==> src/rtl/serial_tx_if.sv <==
// Push-side bus of the serial transmitter: byte writes in, FIFO occupancy out.
interface serial_tx_if #(
  parameter int DEPTH = 4
);
  localparam int CW = $clog2(DEPTH) + 1;

  logic          wr_en;
  logic [7:0]    wr_data;
  logic          full;
  logic [CW-1:0] count;

  modport master (output wr_en, wr_data, input  full, count);
  modport slave  (input  wr_en, wr_data, output full, count);
endinterface

==> src/rtl/serial_tx.sv <==
// 8N1 byte-serial transmitter fed by a small FIFO; LSB first, CLKDIV clocks per bit.
module serial_tx #(
  parameter int CLKDIV = 4,
  parameter int DEPTH  = 4
) (
  input  logic      clk,
  input  logic      reset,
  serial_tx_if.slave wif,
  output logic      busy,
  output logic      txd
);
  localparam int PW = $clog2(DEPTH);
  localparam int CW = PW + 1;
  localparam int DW = (CLKDIV > 1) ? $clog2(CLKDIV) : 1;
  localparam logic [DW-1:0] DIV_LAST = DW'(CLKDIV - 1);

  typedef enum logic [1:0] {IDLE, START, DATA, STOP} state_t;

  state_t        state;
  logic [DW-1:0] div;
  logic [2:0]    bit_idx;
  logic [7:0]    shift;
  logic [7:0]    mem [DEPTH];
  logic [PW-1:0] wptr, rptr;
  logic [CW-1:0] count, count_nxt;
  logic          full;
  logic          div_end, push, pop;

  // Push looks only at the registered full flag, so a same-cycle pop never frees room.
  always_comb begin
    div_end   = (div == DIV_LAST);
    push      = wif.wr_en && !full;
    pop       = (count != '0) && ((state == IDLE) || (state == STOP && div_end));
    count_nxt = count + {{PW{1'b0}}, push} - {{PW{1'b0}}, pop};
  end

  always_ff @(posedge clk) begin
    if (reset) begin
      state   <= IDLE;
      txd     <= 1'b1;
      busy    <= 1'b0;
      div     <= '0;
      bit_idx <= '0;
      shift   <= '0;
      wptr    <= '0;
      rptr    <= '0;
      count   <= '0;
      full    <= 1'b0;
    end else begin
      if (push) begin
        mem[wptr] <= wif.wr_data;
        wptr      <= wptr + PW'(1);
      end
      if (pop) begin
        shift <= mem[rptr];
        rptr  <= rptr + PW'(1);
      end
      count <= count_nxt;
      full  <= (count_nxt == CW'(DEPTH));

      case (state)
        IDLE: begin
          div <= '0;
          if (pop) begin
            state <= START;
            txd   <= 1'b0;
            busy  <= 1'b1;
          end
        end
        START: begin
          if (div_end) begin
            div     <= '0;
            bit_idx <= '0;
            state   <= DATA;
            txd     <= shift[0];
          end else begin
            div <= div + DW'(1);
          end
        end
        DATA: begin
          if (div_end) begin
            div <= '0;
            if (bit_idx == 3'd7) begin
              state <= STOP;
              txd   <= 1'b1;
            end else begin
              // Present the next bit in the same edge that shifts it down.
              bit_idx <= bit_idx + 3'd1;
              shift   <= shift >> 1;
              txd     <= shift[1];
            end
          end else begin
            div <= div + DW'(1);
          end
        end
        STOP: begin
          if (div_end) begin
            div <= '0;
            if (pop) begin
              state <= START;
              txd   <= 1'b0;
            end else begin
              state <= IDLE;
              busy  <= 1'b0;
            end
          end else begin
            div <= div + DW'(1);
          end
        end
        default: begin
          state <= IDLE;
          txd   <= 1'b1;
          busy  <= 1'b0;
        end
      endcase
    end
  end

  assign wif.full  = full;
  assign wif.count = count;
endmodule

==> src/flat_wrapper.sv <==
// flat-port wrapper written by rule: the top's interface ports become plain ports
module serial_tx_flat 
#(
  parameter int CLKDIV = 4,
  parameter int DEPTH  = 4
)
  (clk, reset, busy, txd, wif_wr_en, wif_wr_data, wif_full, wif_count);
  serial_tx_if #(.DEPTH(DEPTH)) wif_i ();
  input  logic clk;
  input  logic reset;
  output logic busy;
  output logic txd;
  input wire logic [$bits(wif_i.wr_en)-1:0] wif_wr_en;
  input wire logic [$bits(wif_i.wr_data)-1:0] wif_wr_data;
  output wire logic [$bits(wif_i.full)-1:0] wif_full;
  output wire logic [$bits(wif_i.count)-1:0] wif_count;
  assign wif_i.wr_en = wif_wr_en;
  assign wif_i.wr_data = wif_wr_data;
  assign wif_full = wif_i.full;
  assign wif_count = wif_i.count;
  serial_tx #(.CLKDIV(CLKDIV), .DEPTH(DEPTH)) u_core (.clk(clk), .reset(reset), .wif(wif_i), .busy(busy), .txd(txd));
endmodule
==> config.mk <==
export PLATFORM = sky130hd
export DESIGN_NAME = serial_tx_flat
export DESIGN_NICKNAME = d
export VERILOG_FILES = /design/src/rtl/serial_tx_if.sv /design/src/rtl/serial_tx.sv /design/src/flat_wrapper.sv
export SDC_FILE = /design/constraint.sdc
export NUM_CORES = 1
export LEC_CHECK = 0
export CORE_MARGIN = 3
export CORE_UTILIZATION = 55
export CTS_BUF_LIST = sky130_fd_sc_hd__clkbuf_16
export DETAILED_ROUTE_END_ITERATION = 8
export PLACE_DENSITY_LB_ADDON = 0.1
export SKIP_LAST_GASP = 1
export SYNTH_ARGS = -nofsm -noshare
export SYNTH_HDL_FRONTEND = slang
export SYNTH_SLANG_ARGS = --single-unit
export TNS_END_PERCENT = 1
==> constraint.sdc <==
create_clock -name clk -period 7.5 [get_ports clk]
set_clock_uncertainty 0.15 [all_clocks]
set_input_delay 1.5 -clock clk [delete_from_list [all_inputs] [get_ports clk]]
set_output_delay 1.5 -clock clk [all_outputs]
set_load 0.005 [all_outputs]
==> results.py, run 1 <==
metrics = {
    "hold_path": {
        "min_path_type": "reg2reg",
    },
    "clocking": {
        "post-cts-setup-buffer-count": 0,
        "clkTransAtPathRegs_ns": 0.05,
        "numCtsBuffers": 9,
        "cts_hold_buf": 0,
        "cts.path.max_buffers": 2,
        "cts_max_level": 3,
        "tritoncts": "built",
        "cts_num_sinks": 59,
        "clock_latency_ns": 0.32,
        "cts-resized-gates": 0,
        "cts_root_buffer": "clkbuf_16",
    },
    "worst_setup_path": {
        "critical_path_required_ns": 7.32,
        "crit_arrival_ns": 3.23,
        "reg2reg_slack_ns": 4.72,
        "worstSetupPathType": "in2reg",
        "rr_startpoint": "u_core.state[0]",
        "r2r_end": "u_core.wif.full",
        "worst_r2r_path_depth": 11,
        "startpoint": "reset",
        "worstPathCellList": "clkdlybuf4s50_1 -> inv_1 -> and3_1",
        "cp_slowest_cell": "clkdlybuf4s50_1",
        "crit_path_end_kind": "register",
        "critPathMaxStageDelay_ns": 0.92,
        "start_kind": "input pin",
        "critPathMaxFanout": 28,
        "endpoint": "u_core.mem[0][1]",
    },
    "synthesis": {
        "synth_top_area_share": 0.386,
        "synth_nets": 208,
        "synth_top_area_cell": "edfxtp_1",
        "synthFlopType": "edfxtp_1",
        "synth_edf_count": 32,
        "syn_inst": 183,
        "ys_seq_area_frac": 0.603,
        "synth_seq_cells": 59,
        "ys_types": 35,
        "avgSynthCellArea_um2": 13.6,
        "synth_area_leaders": "edfxtp_1 39%, dfxtp_1 22%, mux4_2 7.2%, ha_1 6.5%, mux2i_1 4.0%",
        "syn-cell-area_um2": 2490,
        "synth_warnings": 0,
        "async_reset_ff_frac": 0,
    },
    "routing": {
        "wl_per_cell_um": 17.8,
        "drtPass1Iterations": 4,
        "drc": 0,
        "drt_iter0_markers": 79,
        "vias": 1486,
        "wl_um": 4550,
        "vias_per_cell": 5.80,
        "detail-route-antenna-nets": 0,
    },
    "sta": {
        "final-hold-violation-count": 0,
        "setup_slack_ns": 4.09,
        "setup_tns_ns": 0,
        "period_minus_slack_ns": 3.41,
        "rsz0062_at_grt": "false",
        "tightest_slew_ns": 1.00,
        "slew-limit-headroom": 0.330,
        "setup_violations": 0,
        "fmax_mhz": 293,
        "maxSlewViolCount": 0,
        "fin_crit_sh": 0.455,
    },
    "grt": {
        "grt_first_pass_wirelength_um": 7460,
        "antenna_found_initial": 0,
        "first_global_vias": 1478,
        "grt_usage": 0.195,
        "grt_max_degree": 29,
        "globalRoute.totalOverflow": 0,
    },
    "die": {
        "core_um2": 4170,
        "rows": 23,
        "die_w_um": 73.3,
        "dieArea_um2": 5370,
        "dieHeight_um": 73.3,
        "ios": 17,
        "initial_core_util": 0.597,
    },
    "placement": {
        "preCtsSetupSlack_ns": 3.81,
        "place_area_um2": 2670,
        "routabilityCongestion": 0.754,
        "hpwl_um": 3080,
        "portBuffers": 16,
    },
    "cells_and_area": {
        "mostFrequentLayoutCell": "edfxtp_1",
        "fillers": 266,
        "fin_area_um2": 2990,
        "n_antenna_cell": 0,
        "drive_gt1_frac": 0.136,
        "syn2layout_area_growth_pct": 20.0,
        "fin_nets": 226,
        "mostFrequentLayoutCells": "32 x edfxtp_1, 27 x dfxtp_1, 21 x nor2_1",
    },
    "run": {
        "drv_cap": 0,
    },
    "power_and_ir_drop": {
        "p_per_area_nw_per_um2": 405,
        "leakagePower_nw": 1.12,
        "vdd.ir_drop.worst_mv": 0.260,
        "p_total_w": 0.00121,
    },
    "outcome": {
        "outcome": "complete, no violations",
    },
}
-- critical path: cells and delay by family --
| family | cells | cell delay (ns) |
|---|---|---|
| buffers and inverters | 2 | 1.25 |
| AND/OR/NAND/NOR | 1 | 0.48 |
-- power by group --
part / leakage (nW) / switching [W] / internal [W]
Sequential: 0.512 / 0.0000467 / 0.000396
Combinational: 0.449 / 0.000152 / 0.000175
Clock: 0.160 / 0.000150 / 0.000293
Total: 1.12 / 0.000349 / 0.000864
-- logic make-up (layout without fill, tap and decap cells) --
| logic type | count (synthesis) | in the layout | share of synthesized area |
|---|---|---|---|
| adders and majority gates | 14 | 14 | 0.0733 |
| AOI/OAI and AO/OA | 26 | 26 | 0.0738 |
| muxes | 18 | 18 | 0.113 |
| xor gates and xnor gates | 5 | 5 | 0.0176 |
| and+or+nand+nor | 45 | 45 | 0.0899 |
| buffers and inverters | 16 | 39 | 0.0301 |
| DFF | 59 | 59 | 0.603 |
-- worst min path at each step --
stage | endpoint | cells past startpoint | start | slack, ns
final | u_core.div[0] | 1 | u_core.div[0] | 0.28
after global routing | u_core.div[0] | 1 | u_core.div[0] | 0.31
after CTS | u_core.div[0] | 1 | u_core.div[0] | 0.28
after detailed placement | u_core.div[0] | 1 | u_core.div[0] | 0.27
after global placement | u_core.div[0] | 1 | u_core.div[0] | 0.27
after floorplan | u_core.div[0] | 1 | u_core.div[0] | 0.26
-- state kept, by name, summed over array words and instances, names as in the netlist, named ones only --
name	count
u_core.wptr	2
u_core.txd	1
u_core.busy	1
u_core.state	2
u_core.shift	8
u_core.rptr	2
u_core.wif.count	3
u_core.wif.full	1
u_core.div	2
u_core.bit_idx	3
u_core.mem	32
-- metrics by stage --
| stage | instances | hold WS [ns] | util |
|---|---|---|---|
| detailed placement | 240 | 0.273 | 0.639 |
| floorplan | 183 | 0.257 | - |
| global route | 256 | 0.312 | 0.717 |
| CTS | 256 | 0.284 | 0.717 |
| finish | 256 | 0.283 | 0.717 |
| global placement | 240 | 0.266 | 0.639 |
-- cell type report --
class / instances / area [um2] / area share
inverter: 7 / 26.3 / 0.00879
sequential: 59 / 1500 / 0.502
clock inverter: 7 / 100 / 0.0335
tap: 50 / 62.6 / 0.0209
timing repair buffer: 16 / 160 / 0.0536
clock buffer: 9 / 225 / 0.0753
multi-input combinational: 108 / 915 / 0.306
-- Yosys cell counts, drive strengths merged (2+ instances only) --
cell type,n
nor4,2
and3,4
mux2i,10
ha,13
mux4,8
and2,2
dfxtp,27
a22oi,2
a211oi,8
nor2,21
inv,7
a21oi,4
o21ai,6
nor2b,5
clkbuf,4
xnor2,4
nor3,3
buf,5
nand2,4
edfxtp,32
-- routing by layer --
layer  share of wire  up-vias  GRT usage
li1                -      711          -
met3           0.048       10     0.0534
met1            0.47      728      0.265
met4           0.019        0     0.0905
met5               0        -          0
met2            0.46       37      0.292
Power figures use the tool's default switching activity.
==> run 2: changes to the inputs <==
==> constraint.sdc (replaced) <==
create_clock -name clk -period 3.2 [get_ports clk]
set_clock_uncertainty 0.15 [all_clocks]
set_input_delay 0.64 -clock clk [delete_from_list [all_inputs] [get_ports clk]]
set_output_delay 0.64 -clock clk [all_outputs]
set_load 0.005 [all_outputs]
==> run 2 against run 1 <==
Compared with the run above:
- die area unchanged
- hold slack got worse by 0.0042 ns
- wire length down 5.4%
- utilization decreased by 1.4 points
- global-route usage is 0.60 points lower
- via count is 2.6% lower
- combinational power up 140%
- sequential share of layout area rose by 1.0 points
- non-clock buffer count grew 2
- first-iteration DRC count up 1.3%
- critical path depth up 8
- highest routed layer unchanged
==> results.py, run 2 (synthesis gave the netlist of run 1 again) <==
metrics = {
    "routing": {
        "wl_per_cell_um": 16.8,
        "drt_iter0_markers": 80,
        "drtPass1Iterations": 4,
        "vias_per_cell": 5.63,
        "wl_um": 4310,
        "vias": 1447,
        "drc": 0,
        "detail-route-antenna-nets": 0,
    },
    "cells_and_area": {
        "n_antenna_cell": 0,
        "regMostFlops": "u_core.mem",
        "drive_gt1_frac": 0.126,
        "fin_nets": 228,
        "syn2layout_area_growth_pct": 17.7,
        "mostFrequentLayoutCells": "32 x edfxtp_1, 27 x dfxtp_1, 21 x nor2_1",
        "mostFrequentLayoutCell": "edfxtp_1",
        "largest_reg_flops": 32,
        "fillers": 294,
        "reg.largest.list": "u_core.mem x32, u_core.shift x8",
    },
    "clocking": {
        "tritoncts": "built",
        "cts.path.max_buffers": 2,
        "clock_latency_ns": 0.32,
        "cts-resized-gates": 0,
        "post-cts-setup-buffer-count": 0,
        "cts_root_buffer": "clkbuf_16",
        "numCtsBuffers": 9,
        "cts_hold_buf": 0,
        "clkTransAtPathRegs_ns": 0.05,
        "cts_max_level": 3,
        "cts_num_sinks": 59,
    },
    "grt": {
        "antenna_found_initial": 0,
        "first_global_vias": 1462,
        "grt_first_pass_wirelength_um": 7220,
        "globalRoute.totalOverflow": 0,
        "grt_usage": 0.189,
        "grt_max_degree": 28,
    },
    "worst_setup_path": {
        "path_delay_family": "adder cells",
        "crit_path_end_kind": "register",
        "r2r_end": "u_core.wif.full",
        "crit_arrival_ns": 2.78,
        "rr_startpoint": "u_core.state[0]",
        "critPathMaxFanout": 11,
        "worst_r2r_path_depth": 11,
        "start_kind": "register",
        "worstSetupPathType": "reg2reg",
        "critical_path_required_ns": 3.27,
        "worstPathCellList": "inv_1 -> ha_1 -> a21o_1 -> and2_4 -> nand2_1 -> o21ai_0 -> ha_1 -> fa_1 -> xnor2_1 -> xnor2_1 -> nor4_1",
        "crit_buf_inv": 1,
        "critPathMaxStageDelay_ns": 0.38,
        "cp_slowest_cell": "dfxtp_1",
        "reg2reg_slack_ns": 0.49,
    },
    "die": {
        "dieArea_um2": 5370,
        "rows": 23,
        "ios": 17,
        "dieHeight_um": 73.3,
        "core_um2": 4170,
        "initial_core_util": 0.597,
        "die_w_um": 73.3,
    },
    "sta": {
        "slew-limit-headroom": 0.615,
        "fmax_mhz": 369,
        "setup_violations": 0,
        "rsz0062_at_grt": "false",
        "period_minus_slack_ns": 2.71,
        "tightest_slew_ns": 0.577,
        "final-hold-violation-count": 0,
        "setup_tns_ns": 0,
        "fin_crit_sh": 0.846,
        "maxSlewViolCount": 0,
    },
    "hold_path": {
        "hold_depth": 1,
        "min_path_type": "reg2reg",
        "holdPathEnd": "u_core.div[0]",
        "worstHoldStart": "u_core.div[0]",
    },
    "placement": {
        "hpwl_um": 2920,
        "portBuffers": 16,
        "routabilityCongestion": 0.803,
    },
    "run": {
        "drv_cap": 0,
    },
    "power_and_ir_drop": {
        "leakagePower_nw": 1.11,
        "p_total_w": 0.00260,
        "vdd.ir_drop.worst_mv": 0.742,
        "p_per_area_nw_per_um2": 888,
    },
    "outcome": {
        "outcome": "complete, no violations",
    },
}
## run 2: cell count changes in the layout (fill, tap and decap cells not counted), sizes merged
| cell | before | now |
|---|---|---|
| buf | 0 | 2 |
| bufinv | 2 | 0 |
| inv | 8 | 9 |
## run 2: how the worst max path moves through the flow
stage | slack [ns] | endpoint | cells after the start | from
after floorplan | 0.65 | u_core.wif.full | 12 | u_core.state[0]
after global placement | 0.62 | u_core.wif.full | 11 | u_core.state[0]
after detailed placement | 0.53 | u_core.wif.full | 11 | u_core.state[1]
after CTS | 0.49 | u_core.wif.full | 11 | u_core.state[0]
after global routing | 0.23 | u_core.wif.full | 11 | u_core.state[0]
final | 0.49 | u_core.wif.full | 11 | u_core.state[0]
## run 2: final cells by class
cell class / instances / area [um2] / area share
clock buffer: 9 / 225 / 0.0768
clock inverter: 6 / 26.3 / 0.00896
tap: 50 / 62.6 / 0.0213
sequential: 59 / 1500 / 0.512
multi-input combinational: 108 / 915 / 0.312
inverter: 7 / 26.3 / 0.00896
timing repair buffer: 18 / 175 / 0.0598
## run 2: power by group
| part | leakage [nW] | switching (W) | internal, W |
|---|---|---|---|
| Combinational | 0.458 | 0.000355 | 0.000415 |
| Clock | 0.135 | 0.000294 | 0.000503 |
| Sequential | 0.512 | 0.000108 | 0.000929 |
## run 2: layer usage
metal,track usage,up-vias,share of wire
met1,0.252,693,0.47
met4,0.0684,0,0.014
met3,0.0971,8,0.060
li1,-,709,-
met2,0.264,37,0.46
met5,0,-,0
## run 2: through the flow
stage / utilization / setup slack [ns] / instances / hold slack, ns / area (um2)
CTS: 0.703 / 0.491 / 257 / 0.284 / 2930
global route: 0.703 / 0.228 / 257 / 0.303 / 2930
global placement: 0.642 / 0.618 / 242 / 0.265 / 2680
floorplan: - / 0.654 / 183 / 0.257 / 2490
finish: 0.703 / 0.491 / 257 / 0.279 / 2930
detailed placement: 0.642 / 0.534 / 242 / 0.276 / 2680
## run 2: worst register-to-register path, stage by stage (launching register included)
cell and delay, ns:
dfxtp_1 0.38, inv_1 0.11, ha_1 0.27, a21o_1 0.20
and2_4 0.23, nand2_1 0.12, o21ai_0 0.10, ha_1 0.20
fa_1 0.38, xnor2_1 0.15, xnor2_1 0.14, nor4_1 0.19
